**src/rtl/cdma_wg_entry_expander.sv**
```systemverilog
// WG entry expander: pops one FIFO entry (eop + beats_m1) and emits
// eff_m1+1 indexed beats, clamping oversized entries to cfg_beat_max.
// Counts completed eop groups and flags any clamped entry.
module cdma_wg_entry_expander #(
  parameter int CNT_W = 8
) (
  input  logic             clk,
  input  logic             reset,
  input  logic             in_req,
  output logic             in_ready,
  input  logic [4:0]       in_data,
  input  logic [3:0]       cfg_beat_max,
  output logic             out_valid,
  input  logic             out_ready,
  output logic [3:0]       out_beat_idx,
  output logic             out_beat_last,
  output logic             out_group_last,
  output logic [CNT_W-1:0] grp_cnt,
  output logic             clamp_err,
  output logic             idle
);

  typedef enum logic {
    IDLE   = 1'b0,
    EXPAND = 1'b1
  } state_t;

  state_t           state_q, state_d;
  logic [3:0]       beat_idx_q;
  logic [3:0]       eff_m1_q;
  logic             eop_q;
  logic [CNT_W-1:0] grp_cnt_q;
  logic             clamp_q;

  logic             accept;
  logic             beat_hs;
  logic             over_max;
  logic [3:0]       eff_m1_new;

  assign out_valid      = (state_q == EXPAND);
  assign out_beat_idx   = beat_idx_q;
  assign out_beat_last  = (beat_idx_q == eff_m1_q);
  assign out_group_last = out_beat_last && eop_q;
  assign grp_cnt        = grp_cnt_q;
  assign clamp_err      = clamp_q;
  assign idle           = (state_q == IDLE);

  // Ready when empty, or when the final beat leaves this cycle so the next
  // entry can be loaded with no bubble.
  assign in_ready   = (state_q == IDLE) || (out_valid && out_ready && out_beat_last);
  assign accept     = in_req && in_ready;
  assign beat_hs    = out_valid && out_ready;
  assign over_max   = (in_data[3:0] > cfg_beat_max);
  assign eff_m1_new = over_max ? cfg_beat_max : in_data[3:0];

  // Next-state: enter EXPAND on accept, leave only on an unreplaced last beat.
  always_comb begin
    state_d = state_q;
    case (state_q)
      IDLE: begin
        if (accept) state_d = EXPAND;
      end
      EXPAND: begin
        if (beat_hs && out_beat_last) state_d = accept ? EXPAND : IDLE;
      end
      default: state_d = IDLE;
    endcase
  end

  // State register.
  always_ff @(posedge clk) begin
    if (reset) state_q <= IDLE;
    else       state_q <= state_d;
  end

  // Entry latch, beat counter, group counter and sticky clamp flag.
  always_ff @(posedge clk) begin
    if (reset) begin
      beat_idx_q <= '0;
      eff_m1_q   <= '0;
      eop_q      <= 1'b0;
      grp_cnt_q  <= '0;
      clamp_q    <= 1'b0;
    end else begin
      if (accept) begin
        eff_m1_q   <= eff_m1_new;
        eop_q      <= in_data[4];
        beat_idx_q <= '0;
      end else if (beat_hs && !out_beat_last) begin
        beat_idx_q <= beat_idx_q + 4'd1;
      end
      if (beat_hs && out_group_last) grp_cnt_q <= grp_cnt_q + CNT_W'(1);
      if (accept && over_max)        clamp_q   <= 1'b1;
    end
  end

endmodule

```
**config.mk**
```make
export PLATFORM = sky130hd
export DESIGN_NAME = cdma_wg_entry_expander
export DESIGN_NICKNAME = d
export VERILOG_FILES = /design/src/rtl/cdma_wg_entry_expander.sv
export SDC_FILE = /design/constraint.sdc
export NUM_CORES = 1
export LEC_CHECK = 0
export ABC_AREA = 1
export ABC_CLOCK_PERIOD_IN_PS = 1500
export BUFFER_PORTS_ARGS = -buffer_cell sky130_fd_sc_hd__buf_2
export CORE_AREA = 2 2 51 53
export CTS_CLUSTER_DIAMETER = 120
export DETAILED_ROUTE_END_ITERATION = 7
export DIE_AREA = 0 0 53 55
export GPL_ROUTABILITY_DRIVEN = 0
export PLACE_DENSITY = 0.74
export SLEW_MARGIN = 20
export SYNTH_ARGS = -nofsm -noshare
export SYNTH_HDL_FRONTEND = slang
export SYNTH_SLANG_ARGS = --single-unit
```
**constraint.sdc**
```tcl
create_clock -name clk -period 1.5 [get_ports clk]
set_input_delay 0.15 -clock clk [delete_from_list [all_inputs] [get_ports clk]]
set_output_delay 0.15 -clock clk [all_outputs]
set_load 0.03 [all_outputs]
```
# Word-level counts from Yosys, hierarchy flattened
# Index checks and enable logic that the tools add are counted.
# W data, S select, Z words.
# op_classes
shifts,0
mux,4
mul,0
n_reduce_logical,10
n_addsub,2
n_lt_le_gt_ge,1
div_mod_pow,0
eq_ne,1
bitwise_logic,1
# ops
op,count
$add A8 B1 Y8 const B,1
$logic_and A1 B1 Y1,7
$add A4 B1 Y4 const B,1
$eq A4 B4 Y1,1
$gt A4 B4 Y1,1
$mux W4,1
$mux W1,2
$pmux W1 S2,1
$reduce_or A2 Y1,1
$logic_not A1 Y1,1
$logic_or A1 B1 Y1,1
$not A1 Y1,1
# word_totals
latch_bits,0
n_memories,0
rom_bits,0
wordCells,25
in_bits,13
mem_bits_rw,0
out_inout_bits,18
register_bits,19

# Longest topological paths before layout
# Gate-level depths: netlist of the first run.
# depth
ltp_word,7
depth_mapped,11
ltp_nobuf,11

# Worst setup path after synthesis of the first run
# Ideal clock, no wire load.
# synth_timing
path_kind,register to register
start,"register beat_idx_q[0], in the netlist out_beat_idx[0]"
end,"register grp_cnt_q[1], in the netlist grp_cnt[1]"
arrival_ps,1671
path_stages_with_launch,10
slack_ps,-284
setup_time_ps,114
path_buffers,0
t_required_ps,1386
period_less_slack_ps,1784
path_cell_list,dfxtp_1 -> inv_1 -> nand2_1 -> nand2_1 -> nor2_4 -> nand2_4 -> nor2_2 -> nand2_1 -> o21ai_1 -> nor2_1
# synth_via
elab_chain_len,3
# synth_lines
element,line,text
from (decl),29,logic [3:0] beat_idx_q;
from (signal assigned),90,beat_idx_q <= beat_idx_q + 4'd1;
$eq A4 B4 Y1,42,assign out_beat_last = (beat_idx_q == eff_m1_q);
$logic_and A1 B1 Y1,43,assign out_group_last = out_beat_last && eop_q;
via out_group_last,17,"output logic out_group_last,"
$logic_and A1 B1 Y1,92,if (beat_hs && out_group_last) grp_cnt_q <= grp_cnt_q + CNT_W'(1);
to (signal assigned),92,
to (decl),32,logic [CNT_W-1:0] grp_cnt_q;
# The timed path passes the listed nets, and every way through them passes these cells.
# A chain may end at the register's enable or synchronous reset.

# Final worst setup path of the first run
# layout_timing
start,"register beat_idx_q[0], in the netlist out_beat_idx[0]"
end,output out_group_last
# layout_via
elab_chain_len,2
# layout_lines
element,line
$eq A4 B4 Y1,42
$logic_and A1 B1 Y1,43
to (decl),17
# Every way passes these cells.

==> summary.txt, run 1 <==
Yosys
  • Yosys top cell area share: 33.9%
  • Sequential area share after synthesis: 33.9%
  • Synth Instances: 170
  • Synth area leader: dfxtp_1
  • Mapped Area: 0.00112 sq mm
  • Mean Syn Cell Area: 6.61 sq um
  • Synth top area cells: dfxtp_1 (34%), nand2_1 (19%), inv_1 (7.7%), ha_1 (6.7%), a21oi_1 (6.2%)
  • Yosys cell types: 21
  • Yosys warning count: 0
  • Syn_nets: 189
  • #FFs+latches synth: 19

Cells and area
  • Most frequent cells in the layout: nand2_1 (53), buf_2 (27), inv_1 (21), nor2_1 (16), a21oi_1 (14)
  • Share of layout cells above drive strength 1: 30.6%
  • Fin cells: 239
  • ANT cells: 0
  • Final nets: 229
  • Final core occ: 60.8%
  • Filler cells: 238
  • Most common cell after layout, fill and taps aside: nand2_1
  • Area Overhead vs Synth: 28.0%

Drt
  • Post-DR vias/cell: 4.82
  • Iter 0 DRT Violations: 11
  • Drt pass-1 iters: 4
  • WL final: 2.51 mm
  • Via Count: 1153
  • Post-route ant nets: 0
  • # DRC: 0
  • Routed WL per cell: 10.5 um

STA
  • RSZ-0062 raised after global routing: true
  • Relative slew slack: 76.7%
  • Max Clock Skew: 3.78 ps
  • Final setup margin: -6.97 ps
  • Final hold violation count: 0
  • Setup violations, final: 1
  • Post-route clock period utilization: 100%
  • Highest clock rate: 664 MHz
  • Final-report max-slew violation count: 0
  • Worst Tran Pin Value: 349 ps
  • Post-route minimum period: 1510 ps

CTS
  • Clk root buf: clkbuf_4
  • Total CTS buffers: 3
  • H-tree Lvls: 1
  • CTS sink cnt: 19
  • Clk buf depth: 2
  • Clk_lat worst skew: 290 ps
  • Clock-pin slew reported for the worst setup and hold paths after clock tree synthesis: 110 ps
  • CTS tree: yes

Place
  • Placed instance count: 230
  • Detailed Place HPWL: 1.94 mm
  • Port bufs: 30

Worst setup path
  • Startpoint types: flip-flop
  • Worst Path Max Fanout: 6
  • Crit end category: output pin
  • Worst R2R Start: out_beat_idx[0]
  • FF-to-FF setup slack: 100 ps
  • Worst R2R End: grp_cnt[1]
  • Reg2Reg Depth: 9
  • CP Class: flip-flop to output pin
  • CP arrival: 1360 ps
  • Critical Path RT: 1350 ps

Run
  • Max cap viols: 0

Status
  • Failing checks: setup timing
  • Run status: complete, but fails checks

Pwr
  • P_leak: 0.740 nW
  • Pwr per Cell Area: 762 mW/mm^2
  • Worst VDD drop: 0.472 mV

Floorplanning
  • Initial Utilization: 47.5%
  • Core area: 0.00236 sq mm
  • Std-Cell Rows: 18
  • Die Height: 55 um
  • I/O pins: 31
  • Total die area: 0.00292 sq mm
  • Chip width: 53 um

Global route
  • Total congestion overflow: 0
  • Initial antenna violation count: 0
  • First-pass GRT wire length: 3.94 mm
  • Vias in the first global route: 943
  • Overall Global Routing Usage: 18.1%
  • Largest net degree at the start of global routing: 12

Worst hold path
  • Hold EP: grp_cnt[5]
  • Worst hold stages: 2
  • Hold Path Origin: reset
  • HP Class: input pin to flip-flop
what timing repair did:
item                                    4_1_cts  5_1_grt
buffers inserted                              1        4
hold buffers                                  0        0
pin swaps                                     0        6
resized for setup                             4       16
endpoints found under the setup margin        2        9
cell type report:
type                       count  area, sq um  area share, %
multi-input combinational    126          672           46.7
sequential                    19          397           27.6
timing repair buffer          36          214           14.9
inverter                      24         90.1           6.27
tap                           30         37.5           2.61
clock buffer                   3         22.5           1.57
clock inverter                 1         5.00          0.348
flip-flops by register name, summed over array words and instances, names as in the netlist:
signal and flops:
grp_cnt 8, eff_m1_q 4, out_valid 1, out_beat_idx 4
eop_q 1, clamp_err 1
critical path, cell delays in order (launching register included):
cell	delay, ps
dfxtp_4	370
inv_1	50
nand2_1	70
nand2_2	80
nor2_4	140
nand2_4	100
nor2_4	120
buf_6	130
logic make-up (layout without fill, tap and decap cells):
logic type	after synthesis	count (layout)	share of synthesized area (%)
xor+xnor	6	6	4.68
fa+ha+maj	6	6	6.68
flops	19	19	33.9
buf+inv	25	64	8.35
simple gates	97	97	38.9
compound gates	17	17	7.57
layer usage:
metal | global-route usage [%] | routed length (um)
met3 | 1.61 | 86
met5 | 0 | 0
met1 | 23.4 | 1150
met2 | 31.7 | 1250
met4 | 6.41 | 19
how the worst max path moves through the flow:
stage / to / slack, ps / cells after the start / from
4_1_cts: out_group_last / 9 / 7 / out_beat_idx[2]
2_1_floorplan: grp_cnt[1] / -5 / 9 / out_beat_idx[0]
3_5_place_dp: eff_m1_q[1] / 60 / 12 / cfg_beat_max[1]
3_3_place_gp: eff_m1_q[1] / 120 / 11 / in_data[1]
5_1_grt: out_group_last / -80 / 7 / out_beat_idx[0]
6_report: out_group_last / -7 / 7 / out_beat_idx[0]
where the power goes:
part	leakage, nW	internal, mW	switching (mW)
registers	0.159	0.523	0.0140
clock network	0.0177	0.0990	0.157
logic	0.564	0.115	0.187
cell usage after synthesis:
cell	instances
nand2_1	56
or2_0	1
xor2_1	2
ha_1	6
o21ai_1	1
nor2_4	2
nor3_4	1
buf_1	1
nand3_1	13
nand3b_1	1
nor2_2	1
nor2_1	16
nand2_4	1
a21oi_1	14
o21ai_0	2
inv_1	23
nand4_1	2
inv_2	1
xnor2_1	4
nand2_2	3
dfxtp_1	19
per-stage QoR:
stage | worst slack (ps) | power [mW] | hold slack [ps] | TNS [ps] | cell area (sq um)
after detailed placement | 58.3 | 0.812 | 447 | 0 | 1330
after global placement | 122 | 0.800 | 439 | 0 | 1330
after CTS | 8.68 | 1.07 | 122 | 0 | 1370
after global routing | -78.2 | 1.16 | 119 | -171 | 1440
after floorplan | -5.13 | 0.739 | 276 | -5.13 | 1130
final | -6.97 | 1.09 | 129 | -6.97 | 1440
No activity file was read; power rests on OpenSTA's default activity.
==> inputs of run 2 (changes only) <==
--- a/config.mk
+++ b/config.mk
@@ -7,11 +7,10 @@
 export LEC_CHECK = 0
-export ABC_AREA = 1
 export ABC_CLOCK_PERIOD_IN_PS = 1500
 export BUFFER_PORTS_ARGS = -buffer_cell sky130_fd_sc_hd__buf_2
-export CORE_AREA = 2 2 51 53
+export CORE_AREA = 2 2 50 52
 export CTS_CLUSTER_DIAMETER = 120
 export DETAILED_ROUTE_END_ITERATION = 7
-export DIE_AREA = 0 0 53 55
+export DIE_AREA = 0 0 52 54
 export GPL_ROUTABILITY_DRIVEN = 0
-export PLACE_DENSITY = 0.74
+export PLACE_DENSITY = 0.75
 export SLEW_MARGIN = 20
--- a/constraint.sdc
+++ b/constraint.sdc
@@ -3,2 +3,2 @@
 set_output_delay 0.15 -clock clk [all_outputs]
-set_load 0.03 [all_outputs]
+set_load 0.02 [all_outputs]
==> run 2 against run 1 <==
Effect of this change: the flow still finishes with violations (setup timing); sequential share of layout area fell by 3.6 points; wire length up 28%; hold slack worse by 37 ps; global-route usage up 5.0 points; die area is 3.7% lower.
==> summary.txt, run 2 <==
Cells and area
  • Most frequent cells in the layout: buf_2 (27), buf_4 (17), dfxtp_2 (10), inv_1 (9), o21ai_0 (8) (was nand2_1 (53), buf_2 (27), inv_1 (21), nor2_1 (16), a21oi_1 (14))
  • Final nets: 198 (was 229)
  • Final core occ: 74.6% (was 60.8%)
  • Filler cells: 169 (was 238)
  • Share of layout cells above drive strength 1: 60.7% (was 30.6%)
  • Max FFs per register: 8 (unchanged)
  • Area Overhead vs Synth: 58.2% (was 28.0%)
  • Most common cell after layout, fill and taps aside: buf_2 (was nand2_1)
  • Final Cell Area: 0.00173 sq mm (was 0.00144 sq mm)
  • Fin cells: 208 (was 239)
  • ANT cells: 0 (unchanged)

Yosys
  • Most common cell in the synthesized netlist: dfxtp_1 (was nand2_1)
  • Number of synthesized flops with an enable pin: 0 (unchanged)
  • Mapped Area: 0.00109 sq mm (was 0.00112 sq mm)
  • Mean Syn Cell Area: 8.61 sq um (was 6.61 sq um)
  • Synth Instances: 127 (was 170)
  • Commonest cells in the netlist: dfxtp_1 (19), inv_1 (10), o21ai_0 (10), nand3_1 (7) (was nand2_1 (56), inv_1 (23), dfxtp_1 (19), nor2_1 (16), a21oi_1 (14))
  • Yosys top cell area share: 34.8% (was 33.9%)
  • Yosys warning count: 0 (unchanged)
  • #FFs+latches synth: 19 (unchanged)
  • Sequential area share after synthesis: 34.8% (was 33.9%)
  • Syn_nets: 146 (was 189)
  • Yosys cell types: 36 (was 21)
  • Synth area leader: dfxtp_1 (unchanged)
  • Ys flop type: dfxtp_1 (unchanged)
  • FFs w/ async S/R, synth: 0% (unchanged)
  • Synth top area cells: dfxtp_1 (35%), ha_1 (6.9%), o21ai_0 (4.6%), xnor2_1 (4.0%), inv_1 (3.4%) (was dfxtp_1 (34%), nand2_1 (19%), inv_1 (7.7%), ha_1 (6.7%), a21oi_1 (6.2%))

Worst setup path
  • Worst R2R Start: out_beat_idx[1] (was out_beat_idx[0])
  • Critical Path RT: 1350 ps (about the same)
  • Worst R2R End: grp_cnt[7] (was grp_cnt[1])
  • Setup crit end: out_group_last (unchanged)
  • FF-to-FF setup slack: -170 ps (was 100 ps)
  • Crit path max-delay cell type: dfxtp_4 (unchanged)
  • CP Class: flip-flop to output pin (unchanged)
  • Worst Path Max Fanout: 3 (was 6)
  • Worst Path Buf+Inv: 3 (was 2)
  • Startpoint types: flip-flop (unchanged)
  • CP arrival: 1580 ps (was 1360 ps)
  • Crit end category: output pin (unchanged)
  • Stages on worst setup path: 6 (was 7)
  • Crit-path cells: xnor2_2 -> nand4_1 -> inv_2 -> buf_6 -> and2_4 -> buf_6 (was inv_1 -> nand2_1 -> nand2_2 -> nor2_4 -> nand2_4 -> nor2_4 -> buf_6)
  • CP top delay family: flip-flops (was simple AND/OR/NAND/NOR gates)
  • Critical Path Source: out_beat_idx[1] (was out_beat_idx[0])
  • CP dominant cell by count: buf_6 (was nor2_4)
  • Reg2Reg Depth: 6 (was 9)
  • Crit-path max cell delay: 370 ps (about the same)

CTS
  • Clock-pin slew reported for the worst setup and hold paths after clock tree synthesis: 110 ps (about the same)
  • CTS tree: yes (unchanged)
  • Clk root buf: clkbuf_4 (unchanged)
  • Clk buf depth: 2 (unchanged)
  • CTS Hold Bufs: 0 (unchanged)
  • H-tree Lvls: 1 (unchanged)
  • CTS sink cnt: 19 (unchanged)
  • Clk_lat worst skew: 300 ps (was 290 ps)
  • Total CTS buffers: 3 (unchanged)

Global route
  • Initial antenna violation count: 0 (unchanged)
  • Vias in the first global route: 1114 (was 943)
  • Total congestion overflow: 0 (unchanged)
  • Largest net degree at the start of global routing: 22 (was 12)
  • Overall Global Routing Usage: 23.1% (was 18.1%)
  • First-pass GRT wire length: 4.82 mm (was 3.94 mm)

Drt
  • # DRC: 0 (unchanged)
  • Post-DR vias/cell: 5.74 (was 4.82)
  • Via Count: 1193 (was 1153)
  • Iter 0 DRT Violations: 16 (was 11)
  • Routed WL per cell: 15.5 um (was 10.5 um)
  • Drt pass-1 iters: 4 (unchanged)
  • WL final: 3.21 mm (was 2.51 mm)
  • Post-route ant nets: 0 (unchanged)

Run
  • Max cap viols: 0 (unchanged)

Floorplanning
  • Total die area: 0.00281 sq mm (was 0.00292 sq mm)
  • Core area: 0.00232 sq mm (was 0.00236 sq mm)
  • Std-Cell Rows: 18 (unchanged)
  • I/O pins: 31 (unchanged)
  • Die Height: 54 um (was 55 um)
  • Chip width: 52 um (was 53 um)
  • Initial Utilization: 47.1% (was 47.5%)

STA
  • Max Clock Skew: 1.21 ps (was 3.78 ps)
  • Final setup margin: -230 ps (was -6.97 ps)
  • Final hold violation count: 0 (unchanged)
  • Relative slew slack: 67.2% (was 76.7%)
  • Highest clock rate: 578 MHz (was 664 MHz)
  • RSZ-0062 raised after global routing: true (unchanged)
  • Post-route clock period utilization: 115% (was 100%)
  • Post-route minimum period: 1730 ps (was 1510 ps)
  • WHS: 91.4 ps (was 129 ps)
  • Worst Tran Pin Value: 490 ps (was 349 ps)
  • Setup violations, final: 20 (was 1)
  • Setup TNS: -2820 ps (was -6.97 ps)
  • Final-report max-slew violation count: 0 (unchanged)

Place
  • Placed cell area: 0.00147 sq mm (was 0.00133 sq mm)
  • Placed instance count: 198 (was 230)
  • Detailed Place HPWL: 2.10 mm (was 1.94 mm)
  • Port bufs: 30 (unchanged)
  • Setup slack at placement: -195 ps (was 58.3 ps)

Status
  • Run status: complete, but fails checks (unchanged)
  • Failing checks: setup timing (unchanged)

Pwr
  • Sequential share of power: 40.1% (was 49.1%)
  • Worst VDD drop: 0.609 mV (was 0.472 mV)
  • Sw Pwr: 478 uW (was 358 uW)
  • Combinational share of power: 40.6% (was 27.5%)
  • P_leak: 0.717 nW (was 0.740 nW)
  • Clock network power share: 19.3% (was 23.4%)
  • Pwr per Cell Area: 801 mW/mm^2 (was 762 mW/mm^2)
  • Cell Int Power: 908 uW (was 737 uW)
  • Switching Share: 34.5% (was 32.7%)
  • Total chip power: 1.39 mW (was 1.09 mW)

Worst hold path
  • HP Class: input pin to flip-flop (unchanged)
[run 2: changes by cell type after synthesis, sizes merged, moves of 5 or more]
cell / delta
nand3: -5
inv: -14
nand2: -55
o21ai: +7
a21oi: -8
or3: +7
nor2: -15
[run 2: power by group through the flow]
stage               registers (mW)  clock network (mW)  logic [mW]
floorplan                    0.562                   0       0.214
global placement             0.555                   0       0.366
detailed placement           0.557                   0       0.374
CTS                          0.549               0.267       0.460
global route                 0.558               0.288       0.597
finish                       0.556               0.268       0.563
[run 2: cell type report]
cell class	count	area (sq um)	share of cell area (%)
well taps	30	37.5	2.17
repair buffers	52	362	20.9
flip-flops and latches	19	415	24.0
multi-input cells	93	851	49.2
clock buffers	3	22.5	1.30
clock inverters	1	5.00	0.289
inverters	10	37.5	2.17
[run 2: repair_timing]
item,CTS,global route
pin swaps,8,5
endpoints found under the hold margin,0,0
buffers inserted,4,2
gates resized for setup,25,18
setup endpoints to repair,19,20
[run 2: logic make-up after synthesis]
| family | synth area share [%] |
|---|---|
| AND/OR/NAND/NOR | 23.3 |
| flip-flops | 34.8 |
| buffers and inverters | 5.38 |
| AO/OA/AOI/OAI | 22.7 |
| adder cells (fa/ha/maj) | 6.86 |
| XOR/XNOR | 4.00 |
| multiplexers | 2.97 |
[run 2: worst min-delay path by stage]
stage          startpoint   endpoint  slack [ps]  cells after the start
2_1_floorplan      in_req  out_valid         290                      2
3_3_place_gp   in_data[4]      eop_q         400                      3
3_5_place_dp   in_data[4]      eop_q         420                      3
4_1_cts        in_data[4]      eop_q         100                      3
5_1_grt        in_data[4]      eop_q          80                      3
6_report       in_data[4]      eop_q          90                      3
[run 2: per-layer routing]
metal	global-route usage (%)	vias to the layer above	routed length, um
li1	-	584	-
met1	27.0	566	1360
met2	42.4	39	1680
met3	5.00	4	138
met4	6.14	0	33
met5	0	-	0
[run 2: tightest hold or removal path, stage by stage]
cell     delay (ps)
buf_2           100
nand2_1          50
mux2i_1          60
